--- config.mk ---
export PLATFORM = sky130hd
export DESIGN_NAME = fft_addr_gen
export DESIGN_NICKNAME = d
export VERILOG_FILES = /design/src/rtl/fft_addr_gen_pkg.sv /design/src/rtl/fft_bank_map.sv /design/src/rtl/fft_addr_gen.sv
export SDC_FILE = /design/constraint.sdc
export NUM_CORES = 1
export LEC_CHECK = 0
export CORE_UTILIZATION = 48
export CTS_CLUSTER_SIZE = 24
export DETAILED_ROUTE_END_ITERATION = 8
export GPL_TIMING_DRIVEN = 0
export PLACE_DENSITY_LB_ADDON = 0.25
export SLEW_MARGIN = 30
export SYNTH_ARGS = -nofsm -noshare
export SYNTH_HDL_FRONTEND = slang
export SYNTH_SLANG_ARGS = --single-unit
--- constraint.sdc ---
create_clock -name i_clk -period 5.8 [get_ports i_clk]
set_input_delay 1.16 -clock i_clk [delete_from_list [all_inputs] [get_ports i_clk]]
set_output_delay 1.16 -clock i_clk [all_outputs]
set_load 0.05 [all_outputs]
--- src/rtl/fft_addr_gen_pkg.sv ---
// Shared types, sizes and index helpers for the in-place radix-2 FFT
// address generator.
package fft_addr_gen_pkg;

  // Default transform size: N = 2^R_DEF complex points over two banks.
  localparam int R_DEF   = 5;
  localparam int N       = 1 << R_DEF;
  localparam int HALF    = N / 2;
  localparam int STAGE_W = $clog2(R_DEF);

  typedef enum logic [2:0] {
    ST_IDLE  = 3'd0,
    ST_READ  = 3'd1,
    ST_WAIT  = 3'd2,
    ST_BF    = 3'd3,
    ST_WRITE = 3'd4
  } state_t;

  // XOR of all index bits; selects the bank that holds the point.
  function automatic logic parity(input logic [31:0] idx);
    return ^idx;
  endfunction

  // Open a zero at bit position s of j: bits below s stay, bits at and
  // above s move up by one. Yields the top operand of butterfly j.
  function automatic logic [31:0] insert_zero(input logic [31:0] j,
                                              input logic [31:0] s);
    logic [31:0] low_mask;
    low_mask = (32'd1 << s) - 32'd1;
    return ((j & ~low_mask) << 1) | (j & low_mask);
  endfunction

endpackage

--- src/rtl/fft_bank_map.sv ---
// Maps a point index to its bank and in-bank address. Adjacent-parity
// indices always land in opposite banks, so a butterfly pair never collides.
module fft_bank_map
  import fft_addr_gen_pkg::*;
#(
  parameter int R = R_DEF
) (
  input  logic [R-1:0] idx,
  output logic         bank,
  output logic [R-2:0] addr
);

  // Bank is the index parity; the address drops the least significant bit.
  always_comb begin
    bank = parity(32'(idx));
    addr = idx[R-1:1];
  end

endmodule

--- src/rtl/fft_addr_gen.sv ---
// In-place radix-2 DIT FFT sequencer for a two-bank memory. Walks every
// butterfly of every stage, driving read addresses, the butterfly strobe,
// the twiddle exponent and the write-back to the same locations.
//
//   state    | meaning
//   ---------+-------------------------------------------------------
//   ST_IDLE  | waiting for i_start; counters parked at s = 0, j = 0
//   ST_READ  | operand addresses presented to both banks
//   ST_WAIT  | bank read data valid at butterfly inputs (o_bf_valid)
//   ST_BF    | butterfly datapath latency, BF_LAT cycles (skipped if 0)
//   ST_WRITE | results written back to the same addresses (o_w_en)
//
// All outputs are registered: the output logic works from the next state
// and next counter values so each output lines up with its state cycle.
module fft_addr_gen
  import fft_addr_gen_pkg::*;
#(
  parameter int R      = R_DEF,
  parameter int BF_LAT = 2
) (
  input  logic                 i_clk,
  input  logic                 i_rst,
  input  logic                 i_start,
  output logic [R-2:0]         o_addr0,
  output logic [R-2:0]         o_addr1,
  output logic                 o_w_en,
  output logic                 o_swap,
  output logic                 o_bf_valid,
  output logic [R-2:0]         o_tw_addr,
  output logic [$clog2(R)-1:0] o_stage,
  output logic                 o_busy,
  output logic                 o_done
);

  localparam int AW = R - 1;
  localparam int SW = $clog2(R);
  localparam int BW = (BF_LAT > 1) ? $clog2(BF_LAT) : 1;

  localparam logic [AW-1:0] J_LAST  = AW'((1 << AW) - 1);
  localparam logic [SW-1:0] S_LAST  = SW'(R - 1);
  // Down-counter start value; the BF state exits when it reaches zero.
  localparam logic [BW-1:0] BF_LOAD = (BF_LAT > 0) ? BW'(BF_LAT - 1) : '0;

  state_t        state_q, state_n;
  logic [SW-1:0] s_q, s_n;
  logic [AW-1:0] j_q, j_n;
  logic [BW-1:0] bf_cnt_q;

  logic [R-1:0]  top_idx, bot_idx;
  logic          top_bank, bot_bank;
  logic [AW-1:0] top_addr, bot_addr;
  logic [AW-1:0] tw_n;

  logic          busy_d, bf_valid_d, w_en_d, done_d, swap_d;
  logic [AW-1:0] addr0_d, addr1_d, tw_d;
  logic [SW-1:0] stage_d;

  // State register, butterfly/stage counters and BF latency timer.
  always_ff @(posedge i_clk or posedge i_rst) begin
    if (i_rst) begin
      state_q  <= ST_IDLE;
      s_q      <= '0;
      j_q      <= '0;
      bf_cnt_q <= '0;
    end else begin
      state_q <= state_n;
      s_q     <= s_n;
      j_q     <= j_n;
      if (state_q == ST_WAIT) begin
        bf_cnt_q <= BF_LOAD;
      end else if (state_q == ST_BF && bf_cnt_q != '0) begin
        bf_cnt_q <= bf_cnt_q - 1'b1;
      end
    end
  end

  // Next-state logic for the butterfly sequence.
  always_comb begin
    state_n = state_q;
    case (state_q)
      ST_IDLE:  if (i_start) state_n = ST_READ;
      ST_READ:  state_n = ST_WAIT;
      ST_WAIT:  state_n = (BF_LAT == 0) ? ST_WRITE : ST_BF;
      ST_BF:    if (bf_cnt_q == '0) state_n = ST_WRITE;
      ST_WRITE: state_n = (s_q == S_LAST && j_q == J_LAST) ? ST_IDLE : ST_READ;
      default:  state_n = ST_IDLE;
    endcase
  end

  // Counters advance once per butterfly, at the end of WRITE. The final
  // butterfly wraps both back to zero, which is also the idle value.
  always_comb begin
    s_n = s_q;
    j_n = j_q;
    if (state_q == ST_WRITE) begin
      if (j_q == J_LAST) begin
        j_n = '0;
        s_n = (s_q == S_LAST) ? '0 : s_q + 1'b1;
      end else begin
        j_n = j_q + 1'b1;
      end
    end
  end

  // Operand indices and twiddle exponent for the butterfly about to run.
  always_comb begin
    top_idx = R'(insert_zero(32'(j_n), 32'(s_n)));
    bot_idx = top_idx | R'(32'd1 << s_n);
    tw_n    = AW'((32'(j_n) & ((32'd1 << s_n) - 32'd1)) << (32'(AW) - 32'(s_n)));
  end

  fft_bank_map #(.R(R)) u_map_top (
    .idx  (top_idx),
    .bank (top_bank),
    .addr (top_addr)
  );

  fft_bank_map #(.R(R)) u_map_bot (
    .idx  (bot_idx),
    .bank (bot_bank),
    .addr (bot_addr)
  );

  // Output decode from the next state; addresses are zeroed outside a run.
  always_comb begin
    busy_d     = 1'b0;
    bf_valid_d = 1'b0;
    w_en_d     = 1'b0;
    swap_d     = 1'b0;
    addr0_d    = '0;
    addr1_d    = '0;
    tw_d       = '0;
    stage_d    = '0;
    case (state_n)
      ST_READ, ST_BF: busy_d = 1'b1;
      ST_WAIT: begin
        busy_d     = 1'b1;
        bf_valid_d = 1'b1;
      end
      ST_WRITE: begin
        busy_d = 1'b1;
        w_en_d = 1'b1;
      end
      default: busy_d = 1'b0;
    endcase
    if (busy_d) begin
      swap_d  = top_bank;
      addr0_d = top_bank ? bot_addr : top_addr;
      addr1_d = bot_bank ? bot_addr : top_addr;
      tw_d    = tw_n;
      stage_d = s_n;
    end
    done_d = (state_q == ST_WRITE) && (state_n == ST_IDLE);
  end

  // Output registers.
  always_ff @(posedge i_clk or posedge i_rst) begin
    if (i_rst) begin
      o_addr0    <= '0;
      o_addr1    <= '0;
      o_w_en     <= 1'b0;
      o_swap     <= 1'b0;
      o_bf_valid <= 1'b0;
      o_tw_addr  <= '0;
      o_stage    <= '0;
      o_busy     <= 1'b0;
      o_done     <= 1'b0;
    end else begin
      o_addr0    <= addr0_d;
      o_addr1    <= addr1_d;
      o_w_en     <= w_en_d;
      o_swap     <= swap_d;
      o_bf_valid <= bf_valid_d;
      o_tw_addr  <= tw_d;
      o_stage    <= stage_d;
      o_busy     <= busy_d;
      o_done     <= done_d;
    end
  end

endmodule

==> results of run 1 <==
==> per-stage QoR <==
step                power [uW]  util, %  hold WS, ns
detailed placement         227     58.2        0.510
finish                     393     60.4        0.525
CTS                        398     60.4        0.522
global placement           226     58.2        0.506
global route               410     60.4        0.564
floorplan                  224        -        0.473
==> where the power goes <==
group | switching [uW] | leakage, uW | internal (uW)
clock network | 78.2 | 0.0000470 | 92.9
registers | 0 | 0.000391 | 216
logic | 4.53 | 0.000616 | 1.51
total | 82.7 | 0.00105 | 311
==> cells in the mapped netlist (3+ instances only) <==
master / count / area share [%]
ha_1: 5 / 2.9
nor3_1: 6 / 1.4
inv_1: 12 / 2.1
nand3_1: 7 / 1.6
nor4b_1: 3 / 1.2
xnor2_1: 8 / 3.3
o21ai_0: 8 / 1.9
o22ai_1: 5 / 1.5
nor3b_1: 3 / 1.1
nand2_1: 17 / 3.0
mux2i_1: 5 / 2.3
nand2b_1: 3 / 0.88
a31oi_1: 3 / 0.88
dfrtp_1: 31 / 36
nor2_1: 23 / 4.1
o31ai_2: 3 / 1.8
o2111ai_1: 3 / 1.2
o21ai_1: 4 / 0.94
a21oi_1: 9 / 2.1
clkbuf_1: 6 / 1.1
==> routing by layer <==
layer	routed length, um	GRT usage, %	vias to the layer above
met1	2300	32.3	867
li1	-	-	876
met5	0	0	-
met4	110	11.7	0
met3	186	5.10	8
met2	2090	33.8	44
==> cell type report <==
| cell class | instances | share of cell area (%) |
|---|---|---|
| Buffer | 10 | 2.05 |
| Clock buffer | 6 | 3.30 |
| Clock inverter | 1 | 0.200 |
| Inverter | 14 | 2.10 |
| Multi-Input combinational cell | 168 | 50.0 |
| Sequential cell | 31 | 31.0 |
| Tap cell | 50 | 2.50 |
| Timing Repair Buffer | 22 | 8.80 |
==> final timing paths <==
check                          from            to  slack, ns  cells past startpoint
max                          s_q[1]        o_swap       1.70                     13
min                        bf_cnt_q    state_q[2]       0.52                      1
max reg2reg                  s_q[1]        o_swap       1.70                     13
min reg2reg                bf_cnt_q    state_q[2]       0.52                      1
max in group asynchronous     i_rst        j_q[1]       4.11                      2
min in group asynchronous     i_rst  o_tw_addr[0]       1.28                      2
==> cells by family after synthesis <==
kind of cell | Yosys count
and+or+nand+nor | 81
AOI/OAI and AO/OA | 63
DFF | 31
buffers and inverters | 24
xor gates and xnor gates | 12
muxes | 7
adders and majority gates | 5
==> state kept, by name, indices dropped and copies added (netlist names) <==
| register | flops |
|---|---|
| o_bf_valid | 1 |
| o_tw_addr | 4 |
| s_q | 3 |
| bf_cnt_q | 1 |
| o_addr1 | 4 |
| o_w_en | 1 |
| state_q | 3 |
| o_busy | 1 |
| j_q | 4 |
| o_swap | 1 |
| o_addr0 | 4 |
| o_done | 1 |
| o_stage | 3 |
==> critical path, cell delays in order (launching register included) <==
cell      delay, ns
dfrtp_1        0.36
clkbuf_1       0.43
inv_1          0.14
ha_1           0.33
inv_1          0.13
nand3_2        0.17
o32ai_2        0.35
ha_1           0.42
clkbuf_1       0.44
inv_1          0.16
a21boi_0       0.33
o221ai_4       0.22
xnor2_1        0.33
mux2i_1        0.22
==> flow_metrics.tcl, run 1 <==
set metrics [dict create \
    path_clk_slew_ns 0.06 \
    drv_slew 0 \
    holdCritPathClass "flip-flop to flip-flop" \
    cts_root_buf "clkbuf_8" \
    final_critical_path_setup_slack_ns 1.70 \
    synth_compound_area_share_pct 24.8 \
    req_time_crit_path_ns 6.01 \
    synth_edf_count 0 \
    number_of_antenna_violations_at_the_first_check_in_global_routing 0 \
    instances_no_fill 302 \
    timing.critical_path.arrival_ns 4.31 \
    outcome "finished, final reports clean" \
    timing.critical_path.to_type "flip-flop" \
    setup_viol_count_final 0 \
    layout_commonest_cell "dfrtp_1" \
    floorplan.rows 23 \
    drive_gt1_share_pct 15.1 \
    timing.final.crit_share_pct 70.6 \
    post_drt_wl_per_cell_um 15.5 \
    drt_pre_antenna_iters 4 \
    synthSimpleGateAreaFrac_pct 21.4 \
    syn-cell-area_mm2 0.00213 \
    top_fanout_value_on_the_critical_path 10 \
    net_count_of_the_mapped_netlist 231 \
    place.port_buffers 22 \
    floorplan.die_area_mm2 0.00471 \
    power_leakage_uw 0.00105 \
    placedCellCount 295 \
    grt_first_pass_wirelength_mm 8.00 \
    design_area_mm2 0.00250 \
    cts_post_setup_buffers_inserted 0 \
    drcViolationCount 0 \
    cts_tree "yes" \
    yosysSeqAreaShare_pct 36.4 \
    post_place_cell_area_mm2 0.00241 \
    setup_tns_ns 0 \
    cts_htree_levels 2 \
    design.final.nets 260 \
    synth_adder_area_share_pct 2.94 \
    grt_setup_unrepaired "no" \
    synthCells 223 \
    mostFrequentLayoutCells "dfrtp_1, nor2_1, clkdlybuf4s50_1" \
    worst_slew_pin_slew_ns 0.786 \
    maxClockFrequency_mhz 244 \
    post_cts_resize_count 0 \
    max-clock-path-buffers 2 \
    power-per-cell-area_mw_per_mm2 157 \
    largest_net_degree_at_the_start_of_global_routing 32 \
    multiInputGateArea_mm2 0.00125 \
    cts_inserted_buffers 5 \
    synthFlopType "dfrtp_1" \
    power.ir.vdd_worst_mv 0.0987 \
    post_synth_xor_area_fraction_pct 5.99 \
    post-route-min-period_ns 4.10 \
    synth.ff_latch_count 31 \
    holdBufCountCts 0 \
    clock_sinks 31 \
    overflow 0 \
    timing.critical_path.from_type "flip-flop" \
    viasPerCell 5.94 \
    grt_total_usage_pct 23.3 \
    max_cap_viol_count 0 \
    count_of_cell_types_in_the_netlist 68 \
    fillers 392 \
    fp.dieW_um 68.6 \
    routed_wirelength_mm 4.69 \
    clock_latency_ns 0.29 \
    globalplace.congestion 0.898 \
    layout.area.seq_um2 776 \
    flow.area_growth_from_synthesis_pct 17.4 \
    synth_top_family_by_area "compound AO/OA/AOI/OAI gates" \
    drt_iter0_drc 171 \
    fp.coreArea_mm2 0.00414 \
    dp_slack_ns 1.80 \
    yosysWarnings 0 \
    final.setup_skew_ns 0.00512 \
    floorplan.initialDensity_pct 51.4 \
    worst_slew_margin_rel_pct 47.5 \
    io_pins 23 \
    synthMuxAreaShare_pct 3.52 \
    async_flop_share_pct 100 \
    grt_pass1_vias 1665 \
    detailed_place_hpwl_mm 3.47 \
    chipHeight_um 68.6 \
    path_class "flip-flop to flip-flop" \
    timing.final.hold_violations 0 \
    route.vias.total 1795 \
    antennaDiodeCount 0 \
    final_antenna_net_count 0 \
    synthesis.area_per_instance_um2 9.56 \
]
(Power assumes the default switching activity.)
==> inputs of run 2 (changes only) <==
clock period = 3.89 ns   (was 5.8 ns; I/O delays follow)
==> run 2 against run 1 <==
Clock skew barely moved; first-iteration DRC count fell by 5.8%; combinational power rose by 49%; die area did not move; worst setup slack got worse by 1.3 ns; critical path type unchanged; largest cell class unchanged.
==> flow_metrics.tcl, run 2 (synthesis gave the netlist of run 1 again) <==
set metrics [dict create \
    cts_root_buf "clkbuf_8" \
    critPathMaxStageDelay_ns 0.36 \
    power_frac_seq_pct 54.9 \
    pwr-share-comb_pct 1.5 \
    cts_htree_levels 2 \
    drive_gt1_share_pct 16.3 \
    clock_latency_ns 0.29 \
    fp.coreArea_mm2 0.00414 \
    power_leakage_uw 0.00106 \
    grt_pass1_vias 1674 \
    drv_slew 0 \
    placedCellCount 295 \
    holdBufCountCts 0 \
    number_of_antenna_violations_at_the_first_check_in_global_routing 0 \
    timing.critical_path.arrival_ns 3.73 \
    multiInputGateArea_mm2 0.00126 \
    power.ir.vdd_worst_mv 0.148 \
    floorplan.initialDensity_pct 51.4 \
    req_time_crit_path_ns 4.10 \
    antennaDiodeCount 0 \
    path_class "flip-flop to flip-flop" \
    holdCritPathClass "flip-flop to flip-flop" \
    max-clock-path-buffers 2 \
    worst_slew_pin_slew_ns 0.790 \
    setup_tns_ns 0 \
    clock_sinks 31 \
    path_clk_slew_ns 0.06 \
    final_critical_path_setup_slack_ns 0.364 \
    io_pins 23 \
    timing.final.hold_violations 0 \
    drcViolationCount 0 \
    grt_setup_unrepaired "no" \
    critical_path.cell_chain "buf_2, inv_1, ha_1, inv_1, nand3_2, o32ai_4, ha_2, clkbuf_2, inv_1, a21boi_0, o221ai_4, xnor2_1, mux2i_1" \
    timing.hold.worst.start "bf_cnt_q" \
    final_antenna_net_count 0 \
    r2r-start "s_q[0]" \
    floorplan.rows 23 \
    maxClockFrequency_mhz 284 \
    critical_path.most_common_cell "inv_1" \
    cts_inserted_buffers 5 \
    max_cap_viol_count 0 \
    overflow 0 \
    worst_slew_margin_rel_pct 47.1 \
    globalplace.congestion 0.898 \
    flow.area_growth_from_synthesis_pct 18.1 \
    mostFrequentLayoutCells "dfrtp_1, nor2_1, clkdlybuf4s50_1" \
    p_int_uw 463 \
    regToRegSetupSlack_ns 0.36 \
    setup_viol_count_final 0 \
    post_drt_wl_per_cell_um 15.6 \
    timing.critical_path.to_type "flip-flop" \
    fillers 392 \
    outcome "finished, final reports clean" \
    largest_net_degree_at_the_start_of_global_routing 32 \
    instances_no_fill 302 \
    design.final.nets 260 \
    fp.dieW_um 68.6 \
    reg2regPathDepth 13 \
    timing.final.crit_share_pct 90.7 \
    r2r-end "o_swap" \
    cts_tree "yes" \
    combined_buffer_and_inverter_count_along_the_critical_path 5 \
    crit_slowest_cell "dfrtp_1" \
    p_sw_uw 124 \
    timing.critical_path.from_type "flip-flop" \
    viasPerCell 5.94 \
    layout_commonest_cell "dfrtp_1" \
    floorplan.die_area_mm2 0.00471 \
    chipHeight_um 68.6 \
    top_fanout_value_on_the_critical_path 10 \
    grt_total_usage_pct 23.4 \
    total_power_consumption_uw 587 \
    drt_pre_antenna_iters 4 \
    timing.critical_path.max_delay_family "buffers and inverters" \
    place.port_buffers 22 \
    route.vias.total 1794 \
    whs_path_depth 1 \
    layout.area.seq_um2 776 \
    drt_iter0_drc 161 \
    routed_wirelength_mm 4.71 \
    sw_ratio_pct 21.1 \
    holdPathEnd "o_w_en" \
    clkPwrFrac_pct 43.6 \
    detailed_place_hpwl_mm 3.47 \
    cts_post_setup_buffers_inserted 0 \
    post-route-min-period_ns 3.53 \
    power-per-cell-area_mw_per_mm2 233 \
    grt_first_pass_wirelength_mm 8.01 \
    final.setup_skew_ns 0.00492 \
    dp_slack_ns -0.108 \
]
run 2: how the worst max path moves through the flow:
stage	from	to	slack, ns	cells past startpoint
2_1_floorplan	s_q[1]	o_swap	0.54	13
3_3_place_gp	s_q[1]	o_swap	-0.09	13
3_5_place_dp	s_q[1]	o_swap	-0.11	13
4_1_cts	s_q[1]	o_swap	0.06	13
5_1_grt	s_q[0]	o_swap	0.005	13
6_report	s_q[0]	o_swap	0.36	13
run 2: repair_timing:
action	4_1_cts	5_1_grt
resized for setup	1	4
cloned	0	0
endpoints found under the setup margin	6	9
run 2: cell type report:
cell class              count  area share (%)
well taps                  50            2.49
multi-input cells         168            50.2
inverters                  14            2.09
repair buffers             22            8.75
plain buffers              10            2.14
clock inverters             1           0.199
clock buffers               6            3.28
flip-flops and latches     31            30.8
run 2: power groups by stage:
stage | clock (uW) | combinational (uW) | sequential [uW]
after floorplan | 0 | 5.50 | 328
after global placement | 0 | 9.30 | 328
after detailed placement | 0 | 9.68 | 328
after CTS | 261 | 9.69 | 322
after global routing | 278 | 10.8 | 322
final | 256 | 9.00 | 322
run 2: per-layer routing:
| metal | GRT usage (%) | vias to the layer above | wire length (um) |
|---|---|---|---|
| met3 | 5.10 | 8 | 195 |
| met1 | 32.2 | 868 | 2340 |
| met2 | 34.2 | 41 | 2070 |
| li1 | - | 877 | - |
| met5 | 0 | - | 0 |
| met4 | 11.7 | 0 | 107 |
run 2: metrics by stage:
stage / area (um2) / hold slack [ns] / util, %
after global placement: 2410 / 0.506 / 58.2
after floorplan: 2130 / 0.473 / -
final: 2520 / 0.527 / 60.7
after global routing: 2520 / 0.564 / 60.7
after CTS: 2500 / 0.522 / 60.4
after detailed placement: 2410 / 0.510 / 58.2
run 2: worst register-to-register path: cells and delay by family, from the launching register on:
kind / cells / cell delay, ns
flops: 1 / 0.36
mux: 1 / 0.22
compound gates: 3 / 0.79
simple gates: 1 / 0.18
fa+ha+maj: 2 / 0.69
xor+xnor: 1 / 0.33
buf+inv: 5 / 0.88
==> inputs of run 3 (changes only) <==
CORE_UTILIZATION = 56   (was 48)
HOLD_SLACK_MARGIN = 0.1   (was unset)
==> run 3 against run 2 <==
Clock power barely moved; non-clock buffer count fell by 1; total power rose by 0.27%; combinational power rose by 1%; worst hold slack improved by 0.013 ns; flip-flop and latch count stayed put; clock skew rose by 0.0075 ns; via count up 2.2%; global-route usage increased by 3.6 points; critical endpoint unchanged; largest power group unchanged.
==> flow_metrics.tcl, run 3 (synthesis gave the netlist of run 1 again) <==
set metrics [dict create \
    drt-met1-wl_mm 2.35 \
    power_frac_seq_pct 54.7 \
    overflow 0 \
    startpoint "s_q[0]" \
    req_time_crit_path_ns 4.10 \
    cts_tree "yes" \
    power_leakage_uw 0.00106 \
    drt_iter0_drc 193 \
    antennaDiodeCount 0 \
    critical_path.cell_chain "buf_2, inv_1, ha_1, inv_1, nand3_2, o32ai_2, ha_2, clkbuf_2, nand2_1, a31oi_2, nor2_2, xnor2_1, mux2i_1" \
    route.vias.total 1834 \
    timing.final.hold_violations 0 \
    place.port_buffers 22 \
    met3_length_um 183 \
    worst_slew_pin_slew_ns 0.786 \
    regToRegSetupSlack_ns 0.29 \
    dp_slack_ns -0.0354 \
    highest_layer "met4" \
    top_fanout_value_on_the_critical_path 10 \
    reg2regPathDepth 13 \
    design.final.nets 259 \
    post_drt_wl_per_cell_um 16.3 \
    holdPathEnd "state_q[2]" \
    crit_slowest_cell "a31oi_2" \
    final_antenna_net_count 0 \
    max_cap_viol_count 0 \
    fillers 301 \
    power-per-cell-area_mw_per_mm2 236 \
    whs_path_depth 1 \
    flow.area_growth_from_synthesis_pct 17.3 \
    drv_slew 0 \
    largest_net_degree_at_the_start_of_global_routing 32 \
    timing.hold.worst.start "bf_cnt_q" \
    critical_path.most_common_cell "inv_1" \
    mostFrequentLayoutCells "dfrtp_1, nor2_1, clkdlybuf4s50_1" \
    holdBufCountCts 0 \
    path_clk_slew_ns 0.07 \
    r2r-end "o_swap" \
    r2r-start "s_q[0]" \
    grt_total_usage_pct 27.0 \
    power.ir.vdd_worst_mv 0.168 \
    p_sw_uw 126 \
    timing.critical_path.arrival_ns 3.81 \
    drcViolationCount 0 \
    layout.area.seq_um2 776 \
    final_critical_path_setup_slack_ns 0.295 \
    timing.final.crit_share_pct 92.4 \
    final_core_util_pct 68.3 \
    drt_pre_antenna_iters 4 \
    outcome "finished, final reports clean" \
    io_pins 23 \
    fp.dieW_um 63.7 \
    multiInputGateArea_mm2 0.00125 \
    fp.coreArea_mm2 0.00366 \
    holdCritPathClass "flip-flop to flip-flop" \
    max-clock-path-buffers 2 \
    final.setup_skew_ns 0.0124 \
    clkPwrFrac_pct 43.7 \
    grt_first_pass_wirelength_mm 8.46 \
    floorplan.initialDensity_pct 58.2 \
    viasPerCell 6.13 \
    maxClockFrequency_mhz 278 \
    setup_viol_count_final 0 \
    floorplan.rows 22 \
    floorplan.die_area_mm2 0.00406 \
    critPathMaxStageDelay_ns 0.42 \
    clock_latency_ns 0.29 \
    route.met2.wl_mm 2.26 \
    sw_ratio_pct 21.3 \
    p_int_uw 463 \
    layout_commonest_cell "dfrtp_1" \
    placedCellCount 293 \
    post-route-min-period_ns 3.60 \
    timing.critical_path.from_type "flip-flop" \
    routed_wirelength_mm 4.87 \
    chipHeight_um 63.7 \
    detailed_place_hpwl_mm 3.56 \
    timing.critical_path.to_type "flip-flop" \
    pwr-share-comb_pct 1.5 \
    grt_pass1_vias 1786 \
    globalplace.congestion 0.932 \
    setup_tns_ns 0 \
    cts_inserted_buffers 5 \
    number_of_antenna_violations_at_the_first_check_in_global_routing 0 \
    instances_no_fill 299 \
    clock_sinks 31 \
    worst_slew_margin_rel_pct 47.4 \
    path_class "flip-flop to flip-flop" \
    cts_root_buf "clkbuf_8" \
    drive_gt1_share_pct 16.3 \
    cts_htree_levels 2 \
    grt_setup_unrepaired "no" \
]
==> run 3: power groups by stage <==
stage | Clock, uW | Sequential, uW | Combinational [uW]
CTS | 255 | 322 | 9.69
detailed placement | 0 | 328 | 9.69
global placement | 0 | 328 | 9.24
finish | 257 | 322 | 9.11
global route | 275 | 322 | 11.0
floorplan | 0 | 328 | 5.50
==> run 3: repair_timing <==
item                                    4_1_cts  5_1_grt
pin swaps                                     0        0
endpoints found under the setup margin        2        9
buffers inserted                              0        0
gates resized for setup                       1        3
==> run 3: stage by stage <==
| stage | hold WS [ns] | instance area [um2] | total power (uW) |
|---|---|---|---|
| floorplan | 0.473 | 2130 | 334 |
| global placement | 0.515 | 2410 | 338 |
| detailed placement | 0.525 | 2410 | 338 |
| CTS | 0.532 | 2500 | 587 |
| global route | 0.564 | 2500 | 608 |
| finish | 0.540 | 2500 | 589 |
==> run 3: critical path, delay by kind of cell (launching register included) <==
kind	cells	cell delay, ns
and+or+nand+nor	3	0.40
muxes	1	0.21
adders and majority gates	2	0.74
xor gates and xnor gates	1	0.31
DFF	1	0.35
AOI/OAI and AO/OA	2	0.78
buffers and inverters	4	0.74
==> run 3: routing by layer <==
layer	GRT usage, %	up-vias
li1	-	873
met1	36.6	904
met2	43.1	48
met3	4.17	9
met4	9.94	0
met5	0	-
==> run 3: worst max path at each step <==
| stage | endpoint | cells after the start | slack [ns] |
|---|---|---|---|
| 5_1_grt | o_swap | 13 | 0.05 |
| 3_3_place_gp | o_swap | 13 | 0.02 |
| 4_1_cts | o_swap | 13 | 0.13 |
| 6_report | o_swap | 13 | 0.29 |
| 3_5_place_dp | o_swap | 13 | -0.04 |
| 2_1_floorplan | o_swap | 13 | 0.54 |
==> run 3: final cells by class <==
cell class | instances | area share (%)
Tap cell | 48 | 2.40
Timing Repair Buffer | 22 | 8.81
Buffer | 9 | 2.00
Inverter | 14 | 2.10
Sequential cell | 31 | 31.0
Clock inverter | 1 | 0.200
Multi-Input combinational cell | 168 | 50.2
Clock buffer | 6 | 3.30
